==> src/rtl/fetch_pkg.sv <==
// Shared types for the ROM fetch stage: FSM state encoding and the fetched-word record.
package fetch_pkg;

  localparam int unsigned FETCH_DATA_WIDTH = 16;
  localparam int unsigned FETCH_ADDR_WIDTH = 8;

  typedef enum logic [1:0] {
    StIdle,
    StRun,
    StDone,
    StErr
  } fetch_state_e;

  typedef struct packed {
    logic [FETCH_ADDR_WIDTH-1:0] addr;
    logic [FETCH_DATA_WIDTH-1:0] data;
  } fetch_word_t;

endpackage

==> src/rtl/fetch_pc_next.sv <==
// Combinational next-PC selector: redirect, increment, wrap or hold, plus range check.
module fetch_pc_next #(
  parameter int unsigned ADDR_WIDTH = 8,
  parameter int unsigned WORDS      = 5,
  parameter int unsigned WRAP_EN    = 0
) (
  input  logic [ADDR_WIDTH-1:0] pc_i,
  input  logic                  redirect_i,
  input  logic [ADDR_WIDTH-1:0] redirect_addr_i,
  input  logic                  advance_i,
  output logic [ADDR_WIDTH-1:0] pc_next_o,
  output logic                  at_last_o,
  output logic                  target_oob_o
);

  localparam logic [ADDR_WIDTH-1:0] LastAddr  = ADDR_WIDTH'(WORDS - 1);
  localparam logic [ADDR_WIDTH:0]   WordCount = (ADDR_WIDTH + 1)'(WORDS);

  logic [ADDR_WIDTH-1:0] target;

  assign at_last_o = (pc_i == LastAddr);

  // Range check applies to the address that would be fetched next.
  assign target       = redirect_i ? redirect_addr_i : pc_i;
  assign target_oob_o = ({1'b0, target} >= WordCount);

  always_comb begin
    pc_next_o = pc_i;
    if (redirect_i) begin
      pc_next_o = redirect_addr_i;
    end else if (advance_i) begin
      if (!at_last_o) begin
        pc_next_o = pc_i + ADDR_WIDTH'(1);
      end else if (WRAP_EN != 0) begin
        pc_next_o = '0;
      end
    end
  end

endmodule

==> src/rtl/rom_fetch_unit.sv <==
// Fetch stage in front of a combinational ROM: owns the PC and registers words for decode.
module rom_fetch_unit
  import fetch_pkg::*;
#(
  parameter int unsigned DATA_WIDTH = 16,
  parameter int unsigned ADDR_WIDTH = 8,
  parameter int unsigned WORDS      = 5,
  parameter int unsigned RESET_ADDR = 0,
  parameter int unsigned WRAP_EN    = 0
) (
  input  logic                  clk_i,
  input  logic                  rst_ni,
  input  logic                  en_i,
  input  logic                  redirect_valid_i,
  input  logic [ADDR_WIDTH-1:0] redirect_addr_i,
  output logic [ADDR_WIDTH-1:0] rom_addr_o,
  input  logic [DATA_WIDTH-1:0] rom_data_i,
  output logic                  instr_valid_o,
  input  logic                  instr_ready_i,
  output logic [DATA_WIDTH-1:0] instr_o,
  output logic [ADDR_WIDTH-1:0] instr_addr_o,
  output logic                  done_o,
  output logic                  error_o
);

  fetch_state_e          state_q, state_d;
  logic [ADDR_WIDTH-1:0] pc_q, pc_d;
  logic                  valid_q, valid_d;
  logic [DATA_WIDTH-1:0] instr_q, instr_d;
  logic [ADDR_WIDTH-1:0] iaddr_q, iaddr_d;

  logic load, accept, redirect, at_last, target_oob;

  // ERR ignores redirects so the PC and the error stay frozen until reset.
  assign redirect = redirect_valid_i && (state_q != StErr);
  assign accept   = valid_q && instr_ready_i;
  assign load     = (state_q == StRun) && en_i && (!valid_q || instr_ready_i) && !redirect_valid_i;

  fetch_pc_next #(
    .ADDR_WIDTH(ADDR_WIDTH),
    .WORDS     (WORDS),
    .WRAP_EN   (WRAP_EN)
  ) u_pc_next (
    .pc_i           (pc_q),
    .redirect_i     (redirect),
    .redirect_addr_i(redirect_addr_i),
    .advance_i      (load),
    .pc_next_o      (pc_d),
    .at_last_o      (at_last),
    .target_oob_o   (target_oob)
  );

  always_comb begin
    state_d = state_q;
    valid_d = valid_q;
    instr_d = instr_q;
    iaddr_d = iaddr_q;
    unique case (state_q)
      StIdle: begin
        if (redirect) begin
          valid_d = 1'b0;
          if (target_oob) state_d = StErr;
        end else if (en_i) begin
          state_d = target_oob ? StErr : StRun;
        end else if (accept) begin
          valid_d = 1'b0;
        end
      end
      StRun: begin
        if (redirect) begin
          valid_d = 1'b0;
          if (target_oob) state_d = StErr;
        end else if (load) begin
          instr_d = rom_data_i;
          iaddr_d = pc_q;
          valid_d = 1'b1;
          if (at_last && (WRAP_EN == 0)) state_d = StDone;
        end else if (accept) begin
          valid_d = 1'b0;
        end
      end
      StDone: begin
        if (redirect) begin
          valid_d = 1'b0;
          state_d = target_oob ? StErr : StRun;
        end else if (accept) begin
          valid_d = 1'b0;
        end
      end
      StErr: begin
        valid_d = 1'b0;
      end
    endcase
  end

  always_ff @(posedge clk_i or negedge rst_ni) begin
    if (!rst_ni) begin
      state_q <= StIdle;
      pc_q    <= ADDR_WIDTH'(RESET_ADDR);
      valid_q <= 1'b0;
      instr_q <= '0;
      iaddr_q <= '0;
    end else begin
      state_q <= state_d;
      pc_q    <= pc_d;
      valid_q <= valid_d;
      instr_q <= instr_d;
      iaddr_q <= iaddr_d;
    end
  end

  assign rom_addr_o    = pc_q;
  assign instr_valid_o = valid_q;
  assign instr_o       = instr_q;
  assign instr_addr_o  = iaddr_q;
  assign done_o        = (state_q == StDone);
  assign error_o       = (state_q == StErr);

endmodule

==> config.mk <==
export PLATFORM = sky130hd
export DESIGN_NAME = rom_fetch_unit
export DESIGN_NICKNAME = d
export VERILOG_FILES = /design/src/rtl/fetch_pkg.sv /design/src/rtl/fetch_pc_next.sv /design/src/rtl/rom_fetch_unit.sv
export SDC_FILE = /design/constraint.sdc
export NUM_CORES = 1
export LEC_CHECK = 0
export CORE_MARGIN = 2
export CORE_UTILIZATION = 40
export DETAILED_ROUTE_END_ITERATION = 16
export PLACE_DENSITY_LB_ADDON = 0.05
export SETUP_SLACK_MARGIN = 0.3
export SLEW_MARGIN = 20
export SYNTH_ARGS = -nofsm -noshare
export SYNTH_HDL_FRONTEND = slang
export SYNTH_HIERARCHICAL = 1
export SYNTH_SLANG_ARGS = --single-unit
==> constraint.sdc <==
create_clock -name clk_i -period 2.4 [get_ports clk_i]
set_input_delay 0.48 -clock clk_i [delete_from_list [all_inputs] [get_ports clk_i]]
set_output_delay 0.48 -clock clk_i [all_outputs]
set_load 0.02 [all_outputs]
# After elaboration in Yosys (flattened, before gate mapping)
# Cells that the tools add are included.
totals:
  ff_bits: 35
  inputBits: 29
  output_inout_bits: 35
  wordCells: 53
classes:
  n_addsub: 1
  order_cmp: 1
  eq_ne: 11
  n_mux: 20
  n_bitwise: 1
  n_reduce_logical: 14
ops:
  columns: ["operator", "n"]
  rows:
  - ["8-bit 2-to-1 mux", 4]
  - ["2-bit 2-to-1 mux", 8]
  - ["3-bit by 2-bit != test with 1-bit output, second input constant", 4]
  - ["8-bit by 1-bit adder with 8-bit output, second input constant", 1]
  - ["8-bit by 3-bit equality test with 1-bit output, second input constant", 1]
  - ["8-bit by 3-bit >= comparator with 1-bit output, second input constant", 1]
  - ["1-bit 2-to-1 mux", 6]
  - ["2-bit case mux with 3 select lines", 1]
  - ["1-bit logical AND", 5]
  - ["5-bit AND reduction", 1]
  - ["2-bit equality test, second input constant", 2]
  - ["2-bit by 1-bit != test with 1-bit output, second input constant", 2]
  - ["1-bit case mux with 4 select lines", 1]
  - ["3-bit AND reduction", 1]
  - ["3-bit nonzero test", 1]
  - ["2-bit by 1-bit equality test with 1-bit output, second input constant", 1]
  - ["1-bit zero test", 2]
  - ["2-bit zero test", 1]
  - ["2-bit != test, second input constant", 1]
  - ["2-bit AND reduction", 1]
  - ["2-bit nonzero test", 1]
  - ["1-bit logical OR", 1]
  - ["1-bit NOT", 1]

# Logic depth before layout (Yosys ltp)
# Gate-level depths: netlist of run 1.
depth:
  word_depth: 8
  mapped_depth: 9
  depth_no_buf: 8

# Hierarchy
# Netlist of run 1, hierarchy kept.
modules_own_cells:
  columns: ["module", "instances", "cells_each", "area_each_um2", "seq_area_each_um2"]
  rows:
  - ["rom_fetch_unit", 1, 92, 1415.1, 875.8]
  - ["fetch_pc_next", 1, 60, 394.1, 0.0]

# Least setup slack after synthesis of run 1
# No wires, ideal clock.
synth_path:
  kind: "register -> register"
  start: "register state_q[0]"
  end: "register state_q[0]"
  setup_ns: 0.125
  t_arrival_ns: 1.904
  path_slack_ns: 0.371
  path_stages_with_launch: 10
  path_cell_list: "dfrtp_1 > ha_1 > nor2b_1 > buf_4 > inv_1 > nor2_1 > a31oi_1 > o211ai_1 > o211ai_1 > mux2_4"
synth_via:
  elab_chain_cells: 7
synth_lines:
  columns: ["item", "line_no", "text"]
  rows:
  - ["from (decl)", "rom_fetch_unit.sv:26", "fetch_state_e state_q, state_d;"]
  - ["from (signal assigned)", "rom_fetch_unit.sv:98", "state_q <= StIdle;"]
  - ["from (signal assigned)", "rom_fetch_unit.sv:104", "state_q <= state_d;"]
  - ["2-bit != test (*)", "rom_fetch_unit.sv:35", "assign redirect = redirect_valid_i && (state_q != StErr);"]
  - ["1-bit logical AND (*)", "rom_fetch_unit.sv:35", null]
  - ["net redirect", "rom_fetch_unit.sv:32", "logic load, accept, redirect, at_last, target_oob;"]
  - ["8-bit 2-to-1 mux (*)", "fetch_pc_next.sv:24", "assign target = redirect_i ? redirect_addr_i : pc_i;"]
  - ["8-bit by 3-bit >= comparator with 1-bit output (*)", "fetch_pc_next.sv:25", "assign target_oob_o = ({1'b0, target} >= WordCount);"]
  - ["net target_oob", "rom_fetch_unit.sv:32", null]
  - ["2-bit 2-to-1 mux (*)", null, null]
  - ["2-bit 2-to-1 mux, on equally long branches", "rom_fetch_unit.sv:70, rom_fetch_unit.sv:60", null]
  - ["2-bit case mux with 3 select lines (*)", "rom_fetch_unit.sv:58", "unique case (state_q)"]
# The timed path passes the listed nets; every way through them passes the cells marked *.
# A chain may end at the register's enable or synchronous reset.

# Worst setup path after layout of run 1
layout_path:
  start: "register pc_q[3], in the netlist rom_addr_o[3]"
  end: "output port rom_addr_o[3]"
layout_rtl:
  columns: ["item", "line_no", "text"]
  rows:
  - ["from (decl)", "rom_fetch_unit.sv:27", "logic [ADDR_WIDTH-1:0] pc_q, pc_d;"]
  - ["from (signal assigned)", "rom_fetch_unit.sv:99", "pc_q <= ADDR_WIDTH'(RESET_ADDR);"]
  - ["from (signal assigned)", "rom_fetch_unit.sv:105", "pc_q <= pc_d;"]
  - ["to (decl)", "rom_fetch_unit.sv:16", "output logic [ADDR_WIDTH-1:0] rom_addr_o,"]
# No word-level cell between the ends.

==> summary.txt, run 1 <==
Die
  • Floorplan die width: approximately 71 um
  • Die area: 5077 um2
  • Area of the core region: 4354 um2
  • Initial core utilization: 0.4155
  • Total I/O pin count: between 60 and 70
  • FP Rows: 24
  • Die Height: around 71 um

Detailed routing
  • 1st-pass router iterations: 4
  • Count of nets left with antenna violations after detail routing: 0
  • Post-Route WL: 4388 um
  • Total vias in the final route: 1490
  • Initial detailed-routing violation count: 82
  • Mean routed wirelength per cell: 15.90 um
  • Ratio of routed vias to standard cells: 5.399
  • Post-route DRC: 0

Final layout
  • Cell area after layout: 2664 um2
  • Area growth syn-to-layout: 47.23%
  • Fill cell count: roughly 360
  • Register Area: slightly below 900 um2
  • Commonest cells after routing, fill and taps aside: clkdlybuf4s50_1, dfrtp_1, mux2_1
  • Footprint of the multi-input gates: around 900 um2
  • Nets: 258
  • Most common cell after layout, fill and taps aside: clkdlybuf4s50_1
  • Diode count: 0
  • Layout Cells excl Fill: 276
  • Share of final-layout standard cells stronger than drive strength 1: 0.1563

GRT
  • Initial antenna violation count: 0
  • Grt ovf: 0
  • Global-route wire length before repair: approximately 7300 um
  • Total track usage: 0.1821
  • Via count of the first global-routing pass: 1558
  • Pin count of the biggest net entering global routing: 36

CTS
  • Root buf cell: clkbuf_8
  • CTS tree: built
  • Post-cts hold buffer count: 0
  • CTS clock-pin slew for the worst setup and hold paths: roughly 0.08 ns
  • Sinks on Clock Net: 35
  • Buffers from clock root to sink, at most: 2
  • Inserted Clock Buffers: 5
  • Source-to-sink clock delay at the later pin of the worst-skew pair: approximately 0.28 ns
  • Maximum level of the CTS H-tree: 2

Critical path
  • Crit path buf inv count: 1
  • Category of the worst setup path launch point: flip-flop
  • Data arrival time of the critical path: 1.52 ns
  • Critical path's slowest cell: clkdlybuf4s50_1
  • Top delay family on crit path: buffers and inverters
  • Worst-path maximum fanout: 10
  • Category of the critical setup timing path: flip-flop to primary output
  • CP cell instances: clkdlybuf4s50_1
  • Data required time at the worst endpoint: 1.92 ns
  • Slowest stage delay, CP: 0.68 ns
  • CP Capture Type: primary output

Synthesis
  • Number of enable flip-flop cells after synthesis: 0
  • Synth async-reset ratio: 1.000
  • Synth Area per Inst: 11.90 um2
  • Post-synth net total: about 190
  • Dominant combinational cell family by area after synthesis: multiplexers
  • Number of instances in the synthesized netlist: ~150
  • Adder-cell share of the synthesized area: 0.04149
  • Synthesis-stage register bit count: 35
  • Yosys warning total: 6
  • Prevailing post-synth register cell: dfrtp_1
  • Proportion of synthesized chip area in sequential cells: 0.4841
  • Synthesized-area fraction occupied by xor and xnor cells: 0.009682
  • Compound-gate portion of the synthesized area: 0.1217
  • Area of the mapped netlist: between 1500 and 2000 um2
  • Unique cell type count in the Yosys netlist: 46
  • Post-synthesis mux area share: 0.1632
  • Post-synthesis share of cell area spent on and, or, nand and nor gates: 0.1432

Pwr
  • Worst ir drop on vdd: 0.0005494 V
  • Pwr per Cell Area: 1315 nW/um2
  • Leakage Power: 1.122 nW
  • Total power consumption of the routed design: 3.502 mW

Placed design
  • Final RePlAce weighted congestion: 0.8801
  • Area after detailed placement: 2521 um2
  • Detailed placer's ending HPWL: ~3300 um
  • IO buf count: 63
  • Number of instances in the placed design: 268

Hold path
  • Path category of the worst min-delay check: flip-flop to flip-flop

Timing
  • Slew Limit Fails: 0
  • Final setup viols: 0
  • Period Utilization, post-route: 0.8330
  • Minimum clock period: 1.999 ns
  • Worst Clk Skew: 0.005265 ns
  • RSZ-0062 raised after global routing: no
  • Setup TNS Final: 0 ns
  • Max transition margin: 0.7112
  • Max frequency: between 500 and 600 MHz
  • Tightest Pin Transition: 0.4332 ns
  • Smallest hold slack: 0.4922 ns
  • Final hold viol count: 0

Outcome
  • Status: finished, final reports clean

Run
  • Max Cap Violations: 0
-- through the flow --
step | util | setup WS (ns)
after floorplan | - | 0.3709
after global placement | 0.5790 | 0.08577
after detailed placement | 0.5790 | 0.01582
after CTS | 0.6049 | 0.3578
after global routing | 0.6118 | 0.3111
final | 0.6118 | 0.4008
-- synth_stat cells, drive strengths merged (2+ instances only) --
cell | n | area (um2)
a31oi | 2 | 12.51
xor2 | 2 | 17.52
nor2 | 6 | 22.52
a21oi | 5 | 25.02
o31ai | 2 | 25.02
nand3 | 4 | 20.02
or3 | 2 | 17.52
o2111ai | 2 | 17.52
inv | 8 | 30.03
nand2b | 3 | 26.27
ha | 6 | 75.07
o21ai | 6 | 30.03
nand4 | 6 | 52.55
nor3 | 4 | 20.02
dfrtp | 35 | 875.8
a22oi | 2 | 20.02
mux2 | 25 | 285.3
o211ai | 2 | 15.01
and3 | 2 | 17.52
nand2 | 7 | 26.28
buf | 5 | 32.53
-- layout make-up --
class / count / area share
clock buffers: 5 / 0.02583
clock inverters: 3 / 0.01644
inverters: 8 / 0.01127
multi-input cells: 103 / 0.3372
flip-flops and latches: 35 / 0.3293
well taps: 52 / 0.02442
repair buffers: 70 / 0.2555
-- path summary, 6_finish.rpt --
check / from / endpoint / slack, ns / cells past startpoint
worst max-delay path: rom_addr_o[3] / rom_addr_o[3] / 0.40 / 1
worst max register to register: rom_addr_o[1] / state_q[0] / 0.47 / 7
max in group asynchronous: rst_ni / rom_addr_o[0] / 1.46 / 2
worst min register to register: instr_o[14] / instr_o[14] / 0.49 / 1
worst min-delay path: instr_o[14] / instr_o[14] / 0.49 / 1
min in group asynchronous: rst_ni / rom_addr_o[1] / 0.61 / 2
-- cells by family (layout without fill, tap and decap cells) --
group / count (synthesis) / in the layout
AND/OR/NAND/NOR: 40 / 40
flip-flops: 35 / 35
AO/OA/AOI/OAI: 29 / 29
multiplexers: 26 / 26
buffers and inverters: 14 / 86
adder cells (fa/ha/maj): 6 / 6
XOR/XNOR: 2 / 2
-- routing by layer --
layer / track usage / share of wire
met1: 0.2323 / 0.43
met2: 0.3004 / 0.49
met3: 0.04923 / 0.076
met4: 0.06289 / 0.010
met5: 0 / 0
-- registers in the layout, summed over array words and instances, names as in the netlist --
| signal | flops |
|---|---|
| instr_addr_o | 8 |
| instr_o | 16 |
| instr_valid_o | 1 |
| rom_addr_o | 8 |
| state_q | 2 |
-- where the power goes --
part	switching (mW)	total (mW)	leakage, nW	internal, mW
sequential	0.275	1.15	0.424	0.878
clock	0.219	0.528	0.0581	0.309
combinational	0.896	1.82	0.640	0.926
-- what timing repair did --
action	4_1_cts	5_1_grt
setup endpoints to repair	4	3
pin swaps	0	1
gates resized for setup	3	7
setup buffers	0	0
Power figures use the tool's default switching activity.
==> run 2: changes to the inputs <==
==> constraint.sdc (replaced) <==
create_clock -name clk_i -period 1.7 [get_ports clk_i]
set_input_delay 0.34 -clock clk_i [delete_from_list [all_inputs] [get_ports clk_i]]
set_output_delay 0.34 -clock clk_i [all_outputs]
set_load 0.02 [all_outputs]
==> summary.txt, run 2 (synthesis results as in run 1) <==
Timing
  • Max frequency: between 500 and 600 MHz
  • Final hold viol count: 0 (unchanged)
  • RSZ-0062 raised after global routing: yes
  • Slew Limit Fails: 0 (unchanged)
  • Final setup viols: 25 (+25)
  • Period Utilization, post-route: 1.097
  • Worst setup margin: -0.1647 ns (-0.5655 ns)
  • Max transition margin: 0.6968 (-0.01438)
  • Tightest Pin Transition: 0.4548 ns (+0.02157 ns)
  • Smallest hold slack: 0.4629 ns (-0.02927 ns)
  • Worst Clk Skew: 0.003508 ns (-0.001757 ns)
  • Setup TNS Final: -1.969 ns (-1.969 ns)
  • Minimum clock period: 1.865 ns

CTS
  • Inserted Clock Buffers: 5 (unchanged)
  • Buffers from clock root to sink, at most: 2 (unchanged)
  • Post-cts hold buffer count: 0 (unchanged)
  • CTS clock-pin slew for the worst setup and hold paths: 0.07 ns (about the same)
  • Maximum level of the CTS H-tree: 2 (unchanged)
  • CTS tree: built
  • Sinks on Clock Net: 35 (unchanged)
  • Source-to-sink clock delay at the later pin of the worst-skew pair: 0.28 ns (about the same)
  • Root buf cell: clkbuf_8

Final layout
  • Post-layout util: 0.7253 (+0.1135)
  • Most common cell after layout, fill and taps aside: buf_4
  • Max FFs per register: 16 (unchanged)
  • Layout Cells excl Fill: 321 (+16%)
  • Area growth syn-to-layout: 74.55%
  • Diode count: 0 (unchanged)
  • Cell area after layout: 3158 um2 (+19%)
  • Commonest cells after routing, fill and taps aside: buf_4, dfrtp_1, clkdlybuf4s50_1
  • Fill cell count: 312 (-14%)
  • Share of final-layout standard cells stronger than drive strength 1: 0.4424 (+0.2861)
  • Nets: 303 (+17%)

Hold path
  • Path category of the worst min-delay check: input pin to asynchronous set/reset pin

Die
  • Die area: 5077 um2 (unchanged)
  • Area of the core region: 4354 um2 (unchanged)
  • Die Height: 71.26 um (unchanged)
  • Floorplan die width: 71.26 um (unchanged)
  • Total I/O pin count: 64 (unchanged)
  • Initial core utilization: 0.4155 (unchanged)
  • FP Rows: 24 (unchanged)

Detailed routing
  • 1st-pass router iterations: 4 (unchanged)
  • Total vias in the final route: 1682 (+13%)
  • Ratio of routed vias to standard cells: 5.240 (-2.9%)
  • Mean routed wirelength per cell: 16.03 um (+0.83%)
  • Post-route DRC: 0 (unchanged)
  • Post-Route WL: 5146 um (+17%)
  • Initial detailed-routing violation count: 34 (-59%)
  • Count of nets left with antenna violations after detail routing: 0 (unchanged)

Pwr
  • Worst ir drop on vdd: 0.0009758 V (+78%)
  • Leakage Power: 1.496 nW (+33%)
  • Pwr per Cell Area: 1753 nW/um2 (+33%)
  • Total power consumption of the routed design: 5.536 mW (+58%)

Placed design
  • Worst setup slack after placement: -0.4705 ns (-0.4864 ns)
  • Final RePlAce weighted congestion: 0.8113 (-7.8%)
  • IO buf count: 63 (unchanged)
  • Detailed placer's ending HPWL: 3490 um (+7.3%)
  • Area after detailed placement: 2789 um2 (+11%)
  • Number of instances in the placed design: 297 (+11%)

Critical path
  • Critical path's slowest cell: dfrtp_1
  • Category of the worst setup path launch point: flip-flop
  • CP cell instances: buf_4 -> or3_4 -> nor2_1 -> and3_4 -> o31ai_2 -> mux2_4
  • Worst-path maximum fanout: 4 (-6)
  • Category of the critical setup timing path: flip-flop to flip-flop
  • Setup slack of the most critical reg-to-reg path: -0.16 ns (-0.63 ns)
  • CP Capture Type: flip-flop
  • Data required time at the worst endpoint: 1.87 ns (-0.05 ns)
  • Data arrival time of the critical path: 2.03 ns (+0.51 ns)
  • Slowest stage delay, CP: 0.42 ns (-0.26 ns)

GRT
  • Initial antenna violation count: 0 (unchanged)
  • Via count of the first global-routing pass: 1673 (+7.4%)
  • Grt ovf: 0 (unchanged)
  • Pin count of the biggest net entering global routing: 36 (unchanged)
  • Total track usage: 0.2022 (+0.02009)
  • Global-route wire length before repair: 8079 um (+11%)

Outcome
  • Violations in the final reports: negative setup slack
  • Status: finished, violations left

Run
  • Max Cap Violations: 0 (unchanged)
==> run 2: cell types whose count changed in the layout (fill, tap and decap cells not counted), moves of 3 or more <==
cell             before  now
buf_4                 7   40
clkdlybuf4s50_1      61   28
dlygate4sd2_1         2   24
mux2_1               24    6
mux2_4                1   19
buf_6                 0   13
dfrtp_1              34   30
dfrtp_2               1    5
buf_2                 0    3
ha_1                  5    2
ha_4                  0    3
inv_1                 6    3
inv_4                 0    3
==> run 2: area by class of cell <==
type	count	area [um2]	share of cell area
clock inverter	1	5.005	0.001585
multi-input combinational	103	1037	0.3284
sequential	35	882.1	0.2793
inverter	8	37.54	0.01189
timing repair buffer	115	1055	0.3340
clock buffer	7	76.32	0.02417
tap	52	65.06	0.02060
==> run 2: timing repair <==
item / in CTS / in global routing
gates cloned: 0 / 2
pin swaps: 14 / 3
setup endpoints to repair: 70 / 43
setup buffers: 8 / 6
gates resized for setup: 103 / 16
hold endpoints to repair: 0 / 0
==> run 2: where the power goes <==
group	internal, mW	switching [mW]
logic	1.80	1.61
registers	1.25	0.294
clock network	0.288	0.295
==> run 2: path summary, 6_finish.rpt <==
| kind | start | to | depth (start not counted) |
|---|---|---|---|
| max | rom_addr_o[5] | state_q[0] | 6 |
| min | rst_ni | instr_o[12] | 2 |
| max reg2reg | rom_addr_o[5] | state_q[0] | 6 |
| min reg2reg | instr_o[3] | instr_o[3] | 1 |
| max in group asynchronous | rst_ni | state_q[0] | 2 |
| min in group clk_i | instr_o[3] | instr_o[3] | 1 |
==> run 2: layer usage <==
layer / share of wire / vias up / global-route usage
met4: 0.020 / 0 / 0.07338
met2: 0.48 / 54 / 0.3302
li1: - / 795 / -
met5: 0 / - / 0
met3: 0.059 / 12 / 0.04641
met1: 0.44 / 821 / 0.2642
==> run 2: worst max-delay path, delay by kind of cell, from the launching register on <==
family | cells | cell delay, ns
buffers and inverters | 1 | 0.15
AO/OA/AOI/OAI | 1 | 0.08
AND/OR/NAND/NOR | 3 | 0.78
flip-flops | 1 | 0.42
multiplexers | 1 | 0.32
